## src/rtl/mux_pipe_skid.sv

```systemverilog
// mux_pipe_skid: N:1 word selector feeding a registered valid/ready stage
// with a single-entry skid register behind the head, so a full stage holds
// two words. in_ready comes straight from a flop and never depends
// combinationally on out_ready.
module mux_pipe_skid #(
  parameter int WIDTH  = 5,
  parameter int NUM_IN = 2,
  parameter int SEL_W  = 1
) (
  input  logic                    clk,
  input  logic                    rst,
  input  logic [NUM_IN*WIDTH-1:0] in_data,
  input  logic [SEL_W-1:0]        sel,
  input  logic                    in_valid,
  output logic                    in_ready,
  input  logic                    flush,
  output logic [WIDTH-1:0]        out_data,
  output logic [SEL_W-1:0]        out_sel,
  output logic                    out_valid,
  input  logic                    out_ready,
  output logic                    sel_err
);

  // Every select code gets a slot; codes past NUM_IN read as zero, so the
  // selector never indexes outside the array.
  localparam int NUM_SLOT = 1 << SEL_W;
  localparam logic [SEL_W:0] NUM_IN_EXT = (SEL_W + 1)'(NUM_IN);

  // Occupancy encoded as {head_valid, skid_valid}.
  localparam logic [1:0] ST_EMPTY = 2'b00;
  localparam logic [1:0] ST_ONE   = 2'b10;
  localparam logic [1:0] ST_FULL  = 2'b11;

  logic [WIDTH-1:0] chan [NUM_SLOT];
  logic [WIDTH-1:0] word;
  logic             sel_ok;
  logic             accept;
  logic             consume;

  logic [WIDTH-1:0] head_data_reg, head_data_next;
  logic [SEL_W-1:0] head_sel_reg,  head_sel_next;
  logic             head_valid_reg, head_valid_next;
  logic [WIDTH-1:0] skid_data_reg, skid_data_next;
  logic [SEL_W-1:0] skid_sel_reg,  skid_sel_next;
  logic             skid_valid_reg, skid_valid_next;
  logic             sel_err_reg,   sel_err_next;

  genvar gi;
  generate
    for (gi = 0; gi < NUM_SLOT; gi++) begin : g_chan
      if (gi < NUM_IN) begin : g_live
        assign chan[gi] = in_data[gi*WIDTH +: WIDTH];
      end else begin : g_pad
        assign chan[gi] = '0;
      end
    end
  endgenerate

  assign word    = chan[sel];
  assign sel_ok  = ({1'b0, sel} < NUM_IN_EXT);
  assign accept  = in_valid & in_ready;
  assign consume = head_valid_reg & out_ready;

  assign in_ready  = ~skid_valid_reg;
  assign out_valid = head_valid_reg;
  assign out_data  = head_data_reg;
  assign out_sel   = head_sel_reg;
  assign sel_err   = sel_err_reg;

  // Next-state for occupancy and data; flush overrides everything but sel_err.
  always_comb begin
    head_data_next  = head_data_reg;
    head_sel_next   = head_sel_reg;
    head_valid_next = head_valid_reg;
    skid_data_next  = skid_data_reg;
    skid_sel_next   = skid_sel_reg;
    skid_valid_next = skid_valid_reg;
    sel_err_next    = sel_err_reg | (accept & ~sel_ok);

    case ({head_valid_reg, skid_valid_reg})
      ST_EMPTY: begin
        if (accept) begin
          head_valid_next = 1'b1;
          head_data_next  = word;
          head_sel_next   = sel;
        end
      end
      ST_ONE: begin
        if (accept && consume) begin
          head_data_next = word;
          head_sel_next  = sel;
        end else if (accept) begin
          skid_valid_next = 1'b1;
          skid_data_next  = word;
          skid_sel_next   = sel;
        end else if (consume) begin
          head_valid_next = 1'b0;
        end
      end
      ST_FULL: begin
        // in_ready is low here, so only the drain path exists.
        if (consume) begin
          head_data_next  = skid_data_reg;
          head_sel_next   = skid_sel_reg;
          skid_valid_next = 1'b0;
        end
      end
      default: begin
        // Skid without head is unreachable; recover to empty.
        head_valid_next = 1'b0;
        skid_valid_next = 1'b0;
      end
    endcase

    if (flush) begin
      head_data_next  = head_data_reg;
      head_sel_next   = head_sel_reg;
      skid_data_next  = skid_data_reg;
      skid_sel_next   = skid_sel_reg;
      head_valid_next = 1'b0;
      skid_valid_next = 1'b0;
    end
  end

  // Stage registers with asynchronous clear.
  always_ff @(posedge clk or posedge rst) begin
    if (rst) begin
      head_data_reg  <= '0;
      head_sel_reg   <= '0;
      head_valid_reg <= 1'b0;
      skid_data_reg  <= '0;
      skid_sel_reg   <= '0;
      skid_valid_reg <= 1'b0;
      sel_err_reg    <= 1'b0;
    end else begin
      head_data_reg  <= head_data_next;
      head_sel_reg   <= head_sel_next;
      head_valid_reg <= head_valid_next;
      skid_data_reg  <= skid_data_next;
      skid_sel_reg   <= skid_sel_next;
      skid_valid_reg <= skid_valid_next;
      sel_err_reg    <= sel_err_next;
    end
  end

endmodule
```

## config.mk

```make
export PLATFORM = sky130hd
export DESIGN_NAME = mux_pipe_skid
export DESIGN_NICKNAME = d
export VERILOG_FILES = /design/src/rtl/mux_pipe_skid.sv
export SDC_FILE = /design/constraint.sdc
export NUM_CORES = 1
export LEC_CHECK = 0
export BUFFER_PORTS_ARGS = -buffer_cell sky130_fd_sc_hd__buf_2
export CAP_MARGIN = 20
export CORE_ASPECT_RATIO = 0.7
export CORE_UTILIZATION = 36
export DETAILED_ROUTE_END_ITERATION = 6
export GPL_TIMING_DRIVEN = 0
export PLACE_DENSITY = 0.66
export SLEW_MARGIN = 10
export SYNTH_ARGS = -nofsm -noshare
export SYNTH_HDL_FRONTEND = slang
export SYNTH_SLANG_ARGS = --single-unit
```

## constraint.sdc

```tcl
create_clock -name clk -period 1.6 [get_ports clk]
set_input_delay 0.32 -clock clk [delete_from_list [all_inputs] [get_ports clk]]
set_output_delay 0.32 -clock clk [all_outputs]
set_load 0.005 [all_outputs]
```

==> results.txt, run 1 <==
----------------------------------------------------
[Power]
  Net Sw Frac ... between 20% and 30%
  Fraction of power consumed by sequential logic ... about half
  Leakage power total ... roughly 0.47 nW
  Power share of the clock group ... 27.9%
  Switching power ... roughly 0.00023 W
  Internal power ... about 0.00068 W
  Total power ... about 0.00091 W
  Cell Pwr Density ... approximately 990 nW/um^2
  Peak ir drop on the vdd network ... roughly 0.69 mV
  Comb pwr share ... about a fifth

[STA]
  Unrepaired setup endpoints after global routing ... false
  Max Clock Skew ... between 0.006 and 0.007 ns
  Final Hold Vio Count ... 0
  Final setup violating endpoints ... 0
  Post-route setup slack ... 0.105 ns
  Max_slew headroom ... roughly 64%
  Final worst path period need ... about 1.5 ns
  Aggregate negative setup slack ... 0 ns
  Final worst-path cycle share ... between 90% and 100%
  Count of pins over their slew limit ... 0
  Maximum operating frequency ... 669 MHz
  Final Hold Slack ... 0.0616 ns
  Tightest Pin Transition ... ~0.54 ns

[Drt]
  DRC violation count after routing ... 0
  Routed Wire Length ... about 1300 um
  DR vias ... about 540
  Average detailed-routed wire length per instance ... ~12 um
  Antenna violation net count after detailed routing ... 0
  Vias per cell ... ~4.8
  Initial DRT Pass Iterations ... 2
  Initial DRC Count ... 9

[CTS]
  Maximum root-to-sink buffer count ... 2
  Number of buffers created by CTS ... 3
  Clock tree from TritonCTS ... built
  H-tree depth reported by CTS ... 1
  Post-CTS Hold Fix Bufs ... 0
  Clock transition at the register clock pins on the worst setup and hold paths after CTS ... roughly 0.09 ns
  Cts repair resizes ... 0
  Clock root buffer master ... sky130_fd_sc_hd__clkbuf_4
  Number of post-CTS setup repair buffers ... 2
  Later-pin clock latency in the skew report ... around 0.28 ns
  Sink count of the clock tree ... 14

[Worst setup path]
  Worst Path Arrival ... 1.66 ns
  Biggest fanout along the worst timing path ... 8
  Category of the most critical setup path ... flop to flop
  Number of buffer and inverter instances along the worst setup path ... 1
  Sequence of cells on the critical path ... nor2_1 > a2111oi_4 > buf_4 > mux2_2
  Required time reported for the critical path endpoint ... 1.77 ns
  Kind of cell with the highest combined delay on the critical path ... flip-flops
  Slowest stage delay, CP ... around 0.47 ns
  Critical path launch point type ... flop
  Worst path slowest cell ... sky130_fd_sc_hd__dfrtp_1
  Sort of element at the end of the critical path ... flop

[Yosys]
  Post-Syn Area ... 736 sq um
  Count of warnings emitted by yosys ... 0
  Synth Area per Inst ... between 10 and 15 sq um
  Number of instances in the synthesized netlist ... 63
  Post-Syn Nets ... slightly below 80
  Post-synth cell types ... 18
  Synth Register Bits ... 14
  Seq/Total Area, Yosys ... 47.6%

[GRT]
  Via count of the first global-routing pass ... 538
  Maximum number of pins on one net before global-route repair ... 15
  Total routing usage reported by global routing ... between 10% and 20%
  Overall overflow remaining after global route ... 0
  Number of antenna violations at the first check in global routing ... 0
  Wire length of the first global-routing pass ... about 2400 um

[Floorplan]
  Number of standard-cell rows in the floorplan ... 13
  Starting density of the core ... about 39%
  Io pins ... 25
  Die height ... ~40 um
  Area of the core region ... around 1900 sq um
  Floorplan die area ... around 2200 sq um
  Width of the chip ... roughly 56 um

[Placement]
  Number of port buffers ... 22
  HPWL Detailed ... approximately 1000 um
  Dpl cell area ... between 800 and 900 sq um
  Routability-driven placement congestion ratio ... 0.721
  Minimum setup slack after placement ... -0.144 ns

[Layout]
  Design area ... approximately 900 sq um
  Fill cell count ... ~170
  Antenna cells ... 0
  Most frequent cells in the layout ... sky130_fd_sc_hd__buf_2, sky130_fd_sc_hd__dfrtp_1, sky130_fd_sc_hd__mux2i_1, sky130_fd_sc_hd__mux2_2, sky130_fd_sc_hd__inv_1
  Net count, final ... around 110
  Fraction of final layout cells sized beyond drive strength 1 ... a little under 50%
  Area growth from synthesis to layout ... 25.2%
  Most common library cell in the layout ignoring fill and taps ... sky130_fd_sc_hd__buf_2

[Outcome]
  Outcome ... complete, no violations

[Min path]
  Class of the tightest hold or removal check ... input pin to async pin

[Flow run]
  Max-cap viol count ... 0

----------------------------------------------------
## area by class of cell
type	count	area (sq um)	share of cell area, %
plain buffers	3	18.8	2.04
clock buffers	4	36.3	3.94
inverters	8	30.0	3.26
multi-input cells	37	333	36.1
flip-flops and latches	14	350	38.0
well taps	22	27.5	2.99
repair buffers	24	125	13.6
## per-stage QoR
stage,utilization [%],std cells
after global routing,48.8,112
after detailed placement,46.3,107
after CTS,48.8,112
final,48.8,112
after global placement,46.3,107
after floorplan,-,63
## synth_stat cells
master	instances	area (sq um)
sky130_fd_sc_hd__dfrtp_1	14	350
sky130_fd_sc_hd__mux2_2	10	113
sky130_fd_sc_hd__mux2i_1	10	100
sky130_fd_sc_hd__inv_1	8	30.0
sky130_fd_sc_hd__o21ai_0	4	20.0
sky130_fd_sc_hd__nand3_1	3	15.0
sky130_fd_sc_hd__buf_4	2	15.0
sky130_fd_sc_hd__nor2_1	2	7.51
sky130_fd_sc_hd__a2111oi_4	1	27.5
sky130_fd_sc_hd__a21oi_1	1	5.00
sky130_fd_sc_hd__and2_2	1	7.51
sky130_fd_sc_hd__and3b_2	1	10.0
sky130_fd_sc_hd__buf_1	1	3.75
sky130_fd_sc_hd__clkbuf_1	1	3.75
sky130_fd_sc_hd__conb_1	1	3.75
sky130_fd_sc_hd__nand2_1	1	3.75
sky130_fd_sc_hd__nand4_1	1	6.26
sky130_fd_sc_hd__nor2b_4	1	13.8
## cells by family after synthesis
group	count (synthesis)	share of synthesized area, %
other	1	0.510
AO/OA/AOI/OAI	6	7.14
AND/OR/NAND/NOR	10	8.67
flip-flops	14	47.6
buffers and inverters	12	7.14
multiplexers	20	28.9
## path summary, 6_finish.rpt
check	from	endpoint	slack [ns]	cells past startpoint
max in group asynchronous	rst	out_valid$_DFFE_PP0P_	1.18	2
hold reg to reg	out_data[1]$_DFFE_PP0P_	out_data[1]$_DFFE_PP0P_	0.51	1
min in group clk	flush	out_valid$_DFFE_PP0P_	0.26	2
setup / recovery	skid_valid_reg$_DFFE_PP0P_	out_data[1]$_DFFE_PP0P_	0.10	4
hold / removal	rst	out_sel$_DFFE_PP0P_	0.06	2
setup reg to reg	skid_valid_reg$_DFFE_PP0P_	out_data[1]$_DFFE_PP0P_	0.10	4
## per-layer routing
layer,track usage (%),vias to the layer above,share of wire (%)
li1,-,267,-
met1,18.2,247,48
met2,24.1,22,44
met3,6.93,0,8.7
met4,3.66,0,0
met5,0,-,0
## power groups by stage
stage,registers [W],logic [W],clock network (W)
after global routing,0.000475,0.000218,0.000282
after global placement,0.000468,0.000185,0
after CTS,0.000465,0.000197,0.000267
after floorplan,0.000471,0.000115,0
after detailed placement,0.000473,0.000190,0
final,0.000464,0.000192,0.000254
(Power assumes the default switching activity.)
==> run 2: changes to the inputs <==
--- a/config.mk
+++ b/config.mk
@@ -7,11 +7,13 @@
 export LEC_CHECK = 0
 export BUFFER_PORTS_ARGS = -buffer_cell sky130_fd_sc_hd__buf_2
 export CAP_MARGIN = 20
+export CELL_PAD_IN_SITES_DETAIL_PLACEMENT = 0
+export CELL_PAD_IN_SITES_GLOBAL_PLACEMENT = 2
 export CORE_ASPECT_RATIO = 0.7
-export CORE_UTILIZATION = 36
+export CORE_UTILIZATION = 27
 export DETAILED_ROUTE_END_ITERATION = 6
 export GPL_TIMING_DRIVEN = 0
-export PLACE_DENSITY = 0.66
+export PLACE_DENSITY = 0.76
 export SLEW_MARGIN = 10
 export SYNTH_ARGS = -nofsm -noshare
 export SYNTH_HDL_FRONTEND = slang
==> run 2 against run 1 <==
  * Sequential power about the same
  * Count of clock-buffer cells in the layout stayed put
  * Non-clock buffer count is 1 higher
  * Register-to-register slack better by 0.02 ns
  * Global-route usage down 3.2 points
  * Critical endpoint is now out_sel$_DFFE_PP0P_
  * Via count grew 1.9%
  * Routed wire length grew 5.9%
  * Die area increased by 32%
  * Setup slack improved by 0.016 ns
==> results.txt, run 2 (synthesized netlist as in run 1, its figures left out) <==
----------------------------------------------------
[CTS]
  Maximum root-to-sink buffer count ... 2 (unchanged)
  Clock tree from TritonCTS ... built
  H-tree depth reported by CTS ... 1 (unchanged)
  Clock transition at the register clock pins on the worst setup and hold paths after CTS ... 0.06 ns (-0.03 ns)
  Number of buffers created by CTS ... 3 (unchanged)
  Later-pin clock latency in the skew report ... 0.24 ns (-0.04 ns)
  Post-CTS Hold Fix Bufs ... 0 (unchanged)
  Sink count of the clock tree ... 14 (unchanged)
  Clock root buffer master ... sky130_fd_sc_hd__clkbuf_8

[Power]
  Peak ir drop on the vdd network ... 0.503 mV (-27%)
  Leakage power total ... 0.481 nW (+2.4%)
  Cell Pwr Density ... 1040 nW/um^2 (+5.4%)

[STA]
  Final worst-path cycle share ... 92.5% (-1.0 points)
  Maximum operating frequency ... 676 MHz (+1.1%)
  Tightest Pin Transition ... 0.551 ns (+0.0136 ns)
  Final worst path period need ... 1.48 ns (-0.0161 ns)
  Final setup violating endpoints ... 0 (unchanged)
  Max_slew headroom ... 63.2% (-0.90 points)
  Final Hold Vio Count ... 0 (unchanged)
  Count of pins over their slew limit ... 0 (unchanged)
  Unrepaired setup endpoints after global routing ... false
  Max Clock Skew ... 0.00150 ns (-0.00499 ns)
  Aggregate negative setup slack ... 0 ns (unchanged)

[Floorplan]
  Width of the chip ... 64.4 um (+15%)
  Starting density of the core ... 29.3% (-9.7 points)
  Io pins ... 25 (unchanged)
  Area of the core region ... 2510 sq um (+33%)
  Die height ... 45.7 um (+15%)
  Number of standard-cell rows in the floorplan ... 15 (+2)
  Floorplan die area ... 2940 sq um (+32%)

[Worst setup path]
  Worst Path Arrival ... 1.61 ns (-0.05 ns)
  Sort of element at the end of the critical path ... flop
  Reg-to-reg setup timing slack ... 0.12 ns (+0.02 ns)
  Category of the most critical setup path ... flop to flop
  RR Startpoint ... out_valid$_DFFE_PP0P_
  Critical R2R Capture ... out_sel$_DFFE_PP0P_
  Biggest fanout along the worst timing path ... 9 (+1)
  Critical path launch point type ... flop
  Required time reported for the critical path endpoint ... 1.73 ns (-0.04 ns)
  Register-to-Register Path Depth ... 4 (unchanged)

[GRT]
  Maximum number of pins on one net before global-route repair ... 15 (unchanged)
  Overall overflow remaining after global route ... 0 (unchanged)
  Via count of the first global-routing pass ... 540 (+0.37%)
  Wire length of the first global-routing pass ... 2410 um (+2.4%)
  Number of antenna violations at the first check in global routing ... 0 (unchanged)
  Total routing usage reported by global routing ... 11.6% (-3.2 points)

[Min path]
  Class of the tightest hold or removal check ... input pin to async pin

[Drt]
  Initial DRT Pass Iterations ... 4 (+2)
  Antenna violation net count after detailed routing ... 0 (unchanged)
  DRC violation count after routing ... 0 (unchanged)
  DR vias ... 546 (+1.9%)
  Vias per cell ... 4.37 (-8.7%)
  Average detailed-routed wire length per instance ... 11.3 um (-5.1%)
  Routed Wire Length ... 1420 um (+5.9%)
  Initial DRC Count ... 3 (-6)

[Outcome]
  Outcome ... complete, no violations

[Layout]
  Design area ... 963 sq um (+4.6%)
  Fraction of final layout cells sized beyond drive strength 1 ... 50.5% (+1.7 points)
  Net count, final ... 108 (+0.93%)
  Most common library cell in the layout ignoring fill and taps ... sky130_fd_sc_hd__buf_2
  Antenna cells ... 0 (unchanged)
  Area growth from synthesis to layout ... 31.0%
  Most frequent cells in the layout ... sky130_fd_sc_hd__buf_2, sky130_fd_sc_hd__dfrtp_1, sky130_fd_sc_hd__mux2i_1, sky130_fd_sc_hd__mux2_2, sky130_fd_sc_hd__inv_1

[Placement]
  Dpl cell area ... 888 sq um (+1.7%)
  Routability-driven placement congestion ratio ... 0.663 (-8.0%)
  HPWL Detailed ... 1080 um (+7.4%)
  Number of port buffers ... 22 (unchanged)

[Flow run]
  Max-cap viol count ... 0 (unchanged)

----------------------------------------------------
run 2: repair_timing:
item	in CTS	in global routing
endpoints found under the hold margin	0	0
pin swaps	1	0
resized for setup	0	1
setup buffers	3	0
endpoints found under the setup margin	4	2
run 2: how the worst max path moves through the flow:
stage / endpoint / slack, ns / from
after detailed placement: out_data[1]$_DFFE_PP0P_ / -0.16 / skid_valid_reg$_DFFE_PP0P_
after CTS: out_data[1]$_DFFE_PP0P_ / 0.09 / skid_valid_reg$_DFFE_PP0P_
final: out_sel$_DFFE_PP0P_ / 0.12 / out_valid$_DFFE_PP0P_
after global placement: out_data[1]$_DFFE_PP0P_ / -0.14 / skid_valid_reg$_DFFE_PP0P_
after floorplan: out_sel$_DFFE_PP0P_ / 0.03 / out_valid$_DFFE_PP0P_
after global routing: out_data[0]$_DFFE_PP0P_ / 0.06 / out_valid$_DFFE_PP0P_
run 2: through the flow:
stage	instances	worst slack (ns)	total power [W]	hold WS, ns	util (%)
6_report	125	0.121	0.00100	0.114	38.3
5_1_grt	125	0.0617	0.00107	0.156	38.3
2_1_floorplan	63	0.0341	0.000586	0.209	-
3_3_place_gp	119	-0.143	0.000657	0.397	35.3
3_5_place_dp	119	-0.162	0.000663	0.403	35.3
4_1_cts	125	0.0881	0.00101	0.135	38.3
run 2: cell type report:
type	instances	area [sq um]
Buffer	3	18.8
Clock buffer	4	55.1
Fill cell	261	1550
Inverter	8	30.0
Multi-Input combinational cell	37	333
Sequential cell	14	352
Tap cell	34	42.5
Timing Repair Buffer	25	133
run 2: power breakdown:
part	switching, W	internal (W)
logic	0.0000822	0.000111
registers	0.0000357	0.000430
clock network	0.000127	0.000218
total	0.000245	0.000759
run 2: layer usage:
metal | share of wire (%) | vias to the layer above | wire length [um] | global-route usage, %
li1 | - | 270 | - | -
met1 | 48 | 260 | 684 | 13.3
met2 | 45 | 14 | 633 | 19.6
met3 | 6.1 | 2 | 87 | 5.50
met4 | 0.78 | 0 | 11 | 4.00
met5 | 0 | - | 0 | 0
run 2: worst max-delay path, stage by stage (launching register included):
cell and delay [ns]:
sky130_fd_sc_hd__dfrtp_1 0.34, sky130_fd_sc_hd__buf_4 0.18, sky130_fd_sc_hd__and2_2 0.25, sky130_fd_sc_hd__mux2_2 0.35, sky130_fd_sc_hd__mux2_2 0.26
